**config.mk**
```make
export PLATFORM = sky130hd
export DESIGN_NAME = fv_stream_buffer
export DESIGN_NICKNAME = d
export VERILOG_FILES = /design/src/rtl/fv_stream_buffer_pkg.sv /design/src/rtl/fv_buf_fifo.sv /design/src/rtl/fv_stream_buffer.sv
export SDC_FILE = /design/constraint.sdc
export NUM_CORES = 1
export LEC_CHECK = 0
export BUFFER_PORTS_ARGS = -buffer_cell sky130_fd_sc_hd__buf_2
export CAP_MARGIN = 15
export CORE_MARGIN = 5
export CORE_UTILIZATION = 30
export DETAILED_ROUTE_END_ITERATION = 6
export HOLD_SLACK_MARGIN = 0.08
export PLACE_DENSITY = 0.57
export SYNTH_ARGS = -nofsm -noshare
export SYNTH_HDL_FRONTEND = slang
export SYNTH_SLANG_ARGS = --single-unit
```
**constraint.sdc**
```tcl
create_clock -name clk -period 4.1 [get_ports clk]
set_input_delay 0.205 -clock clk [delete_from_list [all_inputs] [get_ports clk]]
set_output_delay 0.205 -clock clk [all_outputs]
set_load 0.02 [all_outputs]
```
**src/rtl/fv_stream_buffer_pkg.sv**
```systemverilog
// rtl/fv_stream_buffer_pkg.sv - shared types and sizes for the FV stream buffer
package fv_stream_buffer_pkg;

    localparam int FV_BW_DEF     = 16;
    localparam int NUM_PE_DEF    = 4;
    localparam int DEPTH_DEF     = 8;
    localparam int MAX_BURST_DEF = 4;
    localparam int TAG_W         = $clog2(NUM_PE_DEF);
    localparam int CNT_W         = $clog2(DEPTH_DEF) + 1;

    typedef struct packed {
        logic             sos;
        logic             eos;
        logic [TAG_W-1:0] PE_tag;
        logic [FV_BW_DEF-1:0] FV_data;
    } fv_buf_entry_t;

    typedef enum logic {
        IDLE,
        IN_BURST
    } burst_state_t;

endpackage

```
**src/rtl/fv_buf_fifo.sv**
```systemverilog
// rtl/fv_buf_fifo.sv - generic synchronous FIFO with occupancy count
module fv_buf_fifo #(
    parameter type entry_t = logic,
    parameter int  DEPTH   = 8,
    localparam int AW      = $clog2(DEPTH),
    localparam int CW      = $clog2(DEPTH) + 1
) (
    input  logic          clk,
    input  logic          reset,
    input  logic          push,
    input  entry_t        wdata,
    input  logic          pop,
    output entry_t        rdata,
    output logic          full,
    output logic          empty,
    output logic [CW-1:0] count
);

    entry_t        mem [DEPTH];
    logic [AW-1:0] wr_ptr;
    logic [AW-1:0] rd_ptr;
    logic          do_push;
    logic          do_pop;

    assign full    = (count == CW'(DEPTH));
    assign empty   = (count == '0);
    assign do_pop  = pop && !empty;
    // A full FIFO still accepts a word when the head leaves in the same cycle.
    assign do_push = push && (!full || do_pop);
    assign rdata   = mem[rd_ptr];

    always_ff @(posedge clk) begin
        if (do_push) begin
            mem[wr_ptr] <= wdata;
        end
    end

    always_ff @(posedge clk) begin
        if (reset) begin
            wr_ptr <= '0;
            rd_ptr <= '0;
            count  <= '0;
        end else begin
            if (do_push) wr_ptr <= wr_ptr + AW'(1);
            if (do_pop)  rd_ptr <= rd_ptr + AW'(1);
            case ({do_push, do_pop})
                2'b10:   count <= count + CW'(1);
                2'b01:   count <= count - CW'(1);
                default: count <= count;
            endcase
        end
    end

endmodule

```
**src/rtl/fv_stream_buffer.sv**
```systemverilog
// rtl/fv_stream_buffer.sv - FV burst elastic buffer with per-PE routing; optional checker under FV_BUF_ERR_EN
module fv_stream_buffer
    import fv_stream_buffer_pkg::*;
#(
    parameter int FV_BW     = FV_BW_DEF,
    parameter int NUM_PE    = NUM_PE_DEF,
    parameter int DEPTH     = DEPTH_DEF,
    parameter int MAX_BURST = MAX_BURST_DEF
) (
    input  logic              clk,
    input  logic              reset,
    input  logic              in_valid,
    input  logic              in_sos,
    input  logic              in_eos,
    input  logic [TAG_W-1:0]  in_PE_tag,
    input  logic [FV_BW-1:0]  in_FV_data,
    output logic [NUM_PE-1:0] pe_valid,
    output logic              pe_sos,
    output logic              pe_eos,
    output logic [FV_BW-1:0]  pe_FV_data,
    input  logic [NUM_PE-1:0] pe_ready,
    output logic              stall_req,
    output logic [CNT_W-1:0]  count,
    output logic              err
);

    fv_buf_entry_t wr_entry;
    fv_buf_entry_t head;
    logic          full;
    logic          empty;
    logic          pop;
    logic          push;

    assign wr_entry = '{sos: in_sos, eos: in_eos, PE_tag: in_PE_tag, FV_data: in_FV_data};

    fv_buf_fifo #(
        .entry_t (fv_buf_entry_t),
        .DEPTH   (DEPTH)
    ) u_fifo (
        .clk   (clk),
        .reset (reset),
        .push  (push),
        .wdata (wr_entry),
        .pop   (pop),
        .rdata (head),
        .full  (full),
        .empty (empty),
        .count (count)
    );

    always_comb begin
        pe_valid = '0;
        for (int i = 0; i < NUM_PE; i++) begin
            pe_valid[i] = !empty && (head.PE_tag == TAG_W'(i));
        end
    end

    assign pe_sos     = head.sos;
    assign pe_eos     = head.eos;
    assign pe_FV_data = head.FV_data;
    assign pop        = |(pe_valid & pe_ready);
    assign push       = in_valid && (!full || pop);

    // Bursts cannot be throttled once started, so demand room for a whole burst.
    assign stall_req  = (CNT_W'(DEPTH) - count) < CNT_W'(MAX_BURST);

`ifdef FV_BUF_ERR_EN
    burst_state_t     state;
    burst_state_t     state_nxt;
    logic [TAG_W-1:0] burst_tag;
    logic             err_q;
    logic             err_set;

    always_ff @(posedge clk) begin
        if (reset) begin
            state     <= IDLE;
            burst_tag <= '0;
            err_q     <= 1'b0;
        end else begin
            state <= state_nxt;
            err_q <= err_q | err_set;
            if (in_valid && in_sos) burst_tag <= in_PE_tag;
        end
    end

    always_comb begin
        state_nxt = state;
        err_set   = in_valid && full && !pop;
        case (state)
            IDLE: begin
                if (in_valid) begin
                    if (!in_sos) err_set = 1'b1;
                    if (in_sos && !in_eos) state_nxt = IN_BURST;
                end
            end
            IN_BURST: begin
                if (in_valid) begin
                    if (in_sos || (in_PE_tag != burst_tag)) err_set = 1'b1;
                    if (in_eos) state_nxt = IDLE;
                end
            end
            default: state_nxt = IDLE;
        endcase
    end

    assign err = err_q;
`else
    assign err = 1'b0;
`endif

endmodule

```
Word-level counts from Yosys, hierarchy flattened:

Memory sizes are Yosys's and may differ from the RTL's. A register that Yosys moved wholly into a read port is not among the register bits.
Cells that the tools add are included.

* bits in registers: 10
* word-level logic and storage cells: 37
* output and inout port bits: 28
* bits of input ports: 27
* memory bits (writable): 160
* memories: 1

Memory list
* u_fifo.mem: depth 8, width 20, rd ports 1, clocked after Yosys merged registers in 1, write ports 1, line fv_buf_fifo.sv:19 `entry_t mem [DEPTH];`

* equal/unequal tests: 6
* $lt $le $gt $ge: 1
* $add $sub $neg: 5
* muxes and demuxes: 5
* reductions and logical operators: 15
* bitwise gates (word level): 1

Operators with widths (count)
* $pmux 4 s2: 1
* $logic_and 1x1->1: 7
* $add 3x1->3 const B: 2
* $eq 2x2->1 const B: 3
* $mux 3: 2
* $add 4x1->4 const B: 1
* $and 4x4->4: 1
* $eq 2x1->1 const B: 2
* $eq 4x4->1 const B: 1
* $logic_not 4->1: 1
* $lt 4x3->1 const B: 1
* $reduce_or 4->1: 1
* $sub 4x1->4 const B: 1
* $sub 4x4->4 const A: 1
* $logic_not 1->1: 2
* $logic_not 2->1: 1
* $logic_or 1x1->1: 2
* $mux 1: 2
* $reduce_bool 2->1: 1

Logic depth before layout (Yosys ltp):

* word-level depth: 10
* depth in mapped cells: 14
* mapped depth without buffers: 11

Hierarchy:

A second synthesis with hierarchy kept.

* cells, all modules: 337
* area, all modules: 6990.5 um2

Modules (own cells, without submodules)
* fv_buf_fifo: sequential area each 5064.9 um2, cells an instance 317, area an instance 6865.3 um2, times used 1
* fv_stream_buffer: sequential area each 0.0 um2, cells an instance 20, area an instance 125.1 um2, times used 1

Least setup slack after synthesis:

No wires, ideal clock.

* path kind: flip-flop to flip-flop
* from: register with a tool-made name
* to: memory u_fifo.mem[2][0] (netlist bit) (enable)
* path buffers: 3
* library setup time: 455 ps
* data arrival time: 3991 ps
* clock period less this slack: 4446 ps
* path slack: -346 ps
* data required time: 3645 ps
* cell stages (with the launch flop): 9
* cells stage by stage: dfxtp_1 buf_6 buf_6 mux2_1 mux4_2 nor2_1 a32oi_1 buf_4 nor4b_1

RTL lines (line)
* to (decl): fv_buf_fifo.sv:19

==> impl_results.md <==
- Final Max Slew Viols: 0
- Setup Slack @ Placement: 0.608 ns
- Kind of critical path: register to register
- GR Overflow Total: 0
- Row count: 55
- Detailed Route Iter0 Violations: 213
- Worst EP required: 4.46 ns
- H-tree depth: 4
- Worst Path Max Fanout: 10
- Synth Area in Adders: 0.912%
- Seq/Total Area, Yosys: 73.8%
- Vias per cell: 4.67
- RSZ-0062 raised after global routing: false
- Worst rel slew slack: 66.0%
- Synth top area share: 70.0%
- FF+latch count, synth: approximately 170
- Buf/Inv on CP: 0
- Synth top area cells: edfxtp_1, mux4_2, dfxtp_1
- CTS tree: done
- Syn Inst Count: 336
- Pleak: 2.77 nW
- Routed len/inst: 18.6 um
- Final Setup Violations: 0
- Peak supply drop: 313 uV
- Mux cell area share after synthesis: a little under a fifth
- Starting Density: between 30% and 40%
- Final worst slack: 0.582 ns
- Maximum clock insertion buffer count: 2
- Layout area overhead: 21.6%
- HPWL after DPL: 7.92 mm
- Area after DPL: between 7000 and 8000 sq um
- Antenna viol nets, final: 0
- Cell taking the most area after synthesis: edfxtp_1
- Syn. warnings: 0
- Slowest-stage cell, CP: mux4_2
- Kind of cell adding the most delay to the critical path: multiplexers
- Compound-gate portion of the synthesized area: 1.81%
- Power per cell area: 587 nW/um^2
- Total power: roughly 4.9 mW
- Die width: about 160 um
- Final Cycle Share: 85.8%
- Worst skew pair latency: about 0.43 ns
- Share of flip-flops with an asynchronous set or reset: 0%
- Initial antenna violation count: 0
- Routed Wire Length: 13.5 mm
- Synth cell count leaders: edfxtp_1, mux4_2, mux2_2
- Syn nets: around 370
- Achievable Freq: ~280 MHz
- Largest family of logic cells by synthesized area: multiplexers
- Num ports: 55
- CP Launch Type: register
- Cell Area, Synth: 6860 sq um
- Clk sink count: about 170
- Status: completed
- Worst Skew: 0.0157 ns
- DIE AREA: between 20000 and 30000 sq um
- Worst slew pin tran: 0.510 ns
- Via count: 3388
- Sum Neg Setup Slack: 0 ns
- Ys flop type: edfxtp_1
- First-pass GRT wire length: 20.8 mm
- Nets: 460
- Synth Area in Simple Gates: ~3.5%
- Die Y: between 150 and 200 um
- Total GRT Usage: 10.7%
- DRC: 0
- Synth Area per Inst: 20.4 sq um
- Vias in the first global route: around 3.7k
- I/O Buffers: 53
- WHS: 0.118 ns
- Number of synthesized flops with an enable pin: 160
- Core Region: 22600 sq um
- Max Cap Viol: 0
- Final weighted congestion in routability-driven placement: 0.735
- Post-Synth XOR/XNOR Area: 0.383%
- Cell Chain, Critical Path: mux2_1, mux4_2, mux4_2, and2_4, ha_1, xor2_1, ha_1, a21oi_1, xor2_1, or3_1, a21oi_1
- WP data arrival: 3.88 ns
- Worst min path class: input port to register
- Post-CTS Setup Inserts: 0
- Root buf cell: clkbuf_16
- Kind of end point of the critical path: register
- Number of buffers created by CTS: 17
- Hold Fails Final Rpt: 0
- PostCTS Resize Cnt: 0
- Reg clk slew, reported paths: around 0.060 ns
- Minimum clock period: 3.52 ns
- Top-count cell post-synth: edfxtp_1
- Distinct cells, synth: 40
- 1st-pass router iterations: 4
- Share of cells above drive strength 1: 40.1%
- Pin count of the biggest net entering global routing: 25
- Diode count: 0
- Max stage delay on crit path: around 0.58 ns
- Final Cell Area: roughly 8300 sq um
## power by group
group	internal [mW]	switching (mW)	total, mW
Clock	0.857	0.700	1.56
Sequential	2.10	0.0788	2.18
Combinational	0.513	0.648	1.16
## state kept, by name, summed over array words and instances (netlist names), named ones only
signal	cells
u_fifo.count	4
u_fifo.mem	160
u_fifo.rd_ptr	3
u_fifo.wr_ptr	3
## cells by family after synthesis
| family | Yosys count |
|---|---|
| adders and majority gates | 5 |
| buffers and inverters | 20 |
| muxes | 71 |
| AOI/OAI and AO/OA | 19 |
| other | 1 |
| DFF | 173 |
| and+or+nand+nor | 44 |
| xor gates and xnor gates | 3 |
## per-layer routing
metal  share of wire [%]  up-vias  routed length [um]  GRT usage (%)
met4                 1.1        0                 153           4.07
met3                 3.0       11                 401           2.88
li1                    -     1558                   -              -
met5                   0        -                   0              0
met1                  45     1766                6020           13.4
met2                  51       53                6900           17.8
## area by class of cell
| class | count | area (sq um) |
|---|---|---|
| Clock inverter | 15 | 154 |
| Clock buffer | 17 | 425 |
| Sequential cell | 173 | 5070 |
| Multi-Input combinational cell | 143 | 1740 |
| Timing Repair Buffer | 89 | 586 |
| Fill cell | 2111 | 14200 |
| Tap cell | 285 | 357 |
| Inverter | 4 | 15.0 |
## path summary, 6_finish.rpt
check	from	slack [ns]	depth (start not counted)	end
worst max-delay path	register	0.58	11	u_fifo.count[2]$_SDFFE_PP0P_
worst min-delay path	reset	0.12	2	u_fifo.count[0]$_SDFFE_PP0P_
worst max register to register	register	0.58	11	u_fifo.count[2]$_SDFFE_PP0P_
worst min register to register	u_fifo.rd_ptr[1]$_SDFFE_PP0N_	0.51	2	u_fifo.rd_ptr[1]$_SDFFE_PP0N_
## metrics by stage
stage          cells  utilization [%]
2_1_floorplan    336                -
3_3_place_gp     674             33.5
3_5_place_dp     674             33.5
4_1_cts          726             37.0
5_1_grt          726             37.0
6_report         726             37.0
## layout by cell type, fill, tap and decap left out, drive strengths merged, types with 2 or more instances in the layout
cell           n
dfxtp         13
o21ai          6
a21oi          4
clkbuf        17
mux2i          3
nor4           2
nor2          15
a22oi          2
buf           69
edfxtp       160
mux4          39
nand2          3
nor4b          2
dlygate4sd3   20
nand2b         6
ha             5
clkinvlp       2
o21a           2
clkinv         5
mux2          29
nor3           6
or3            2
inv           11
xor2           3
## what timing repair did
action                                  CTS  global route
endpoints found under the hold margin   160             0
hold buffers                             20             0
endpoints found under the setup margin    0             0
(Power assumes the default switching activity.)
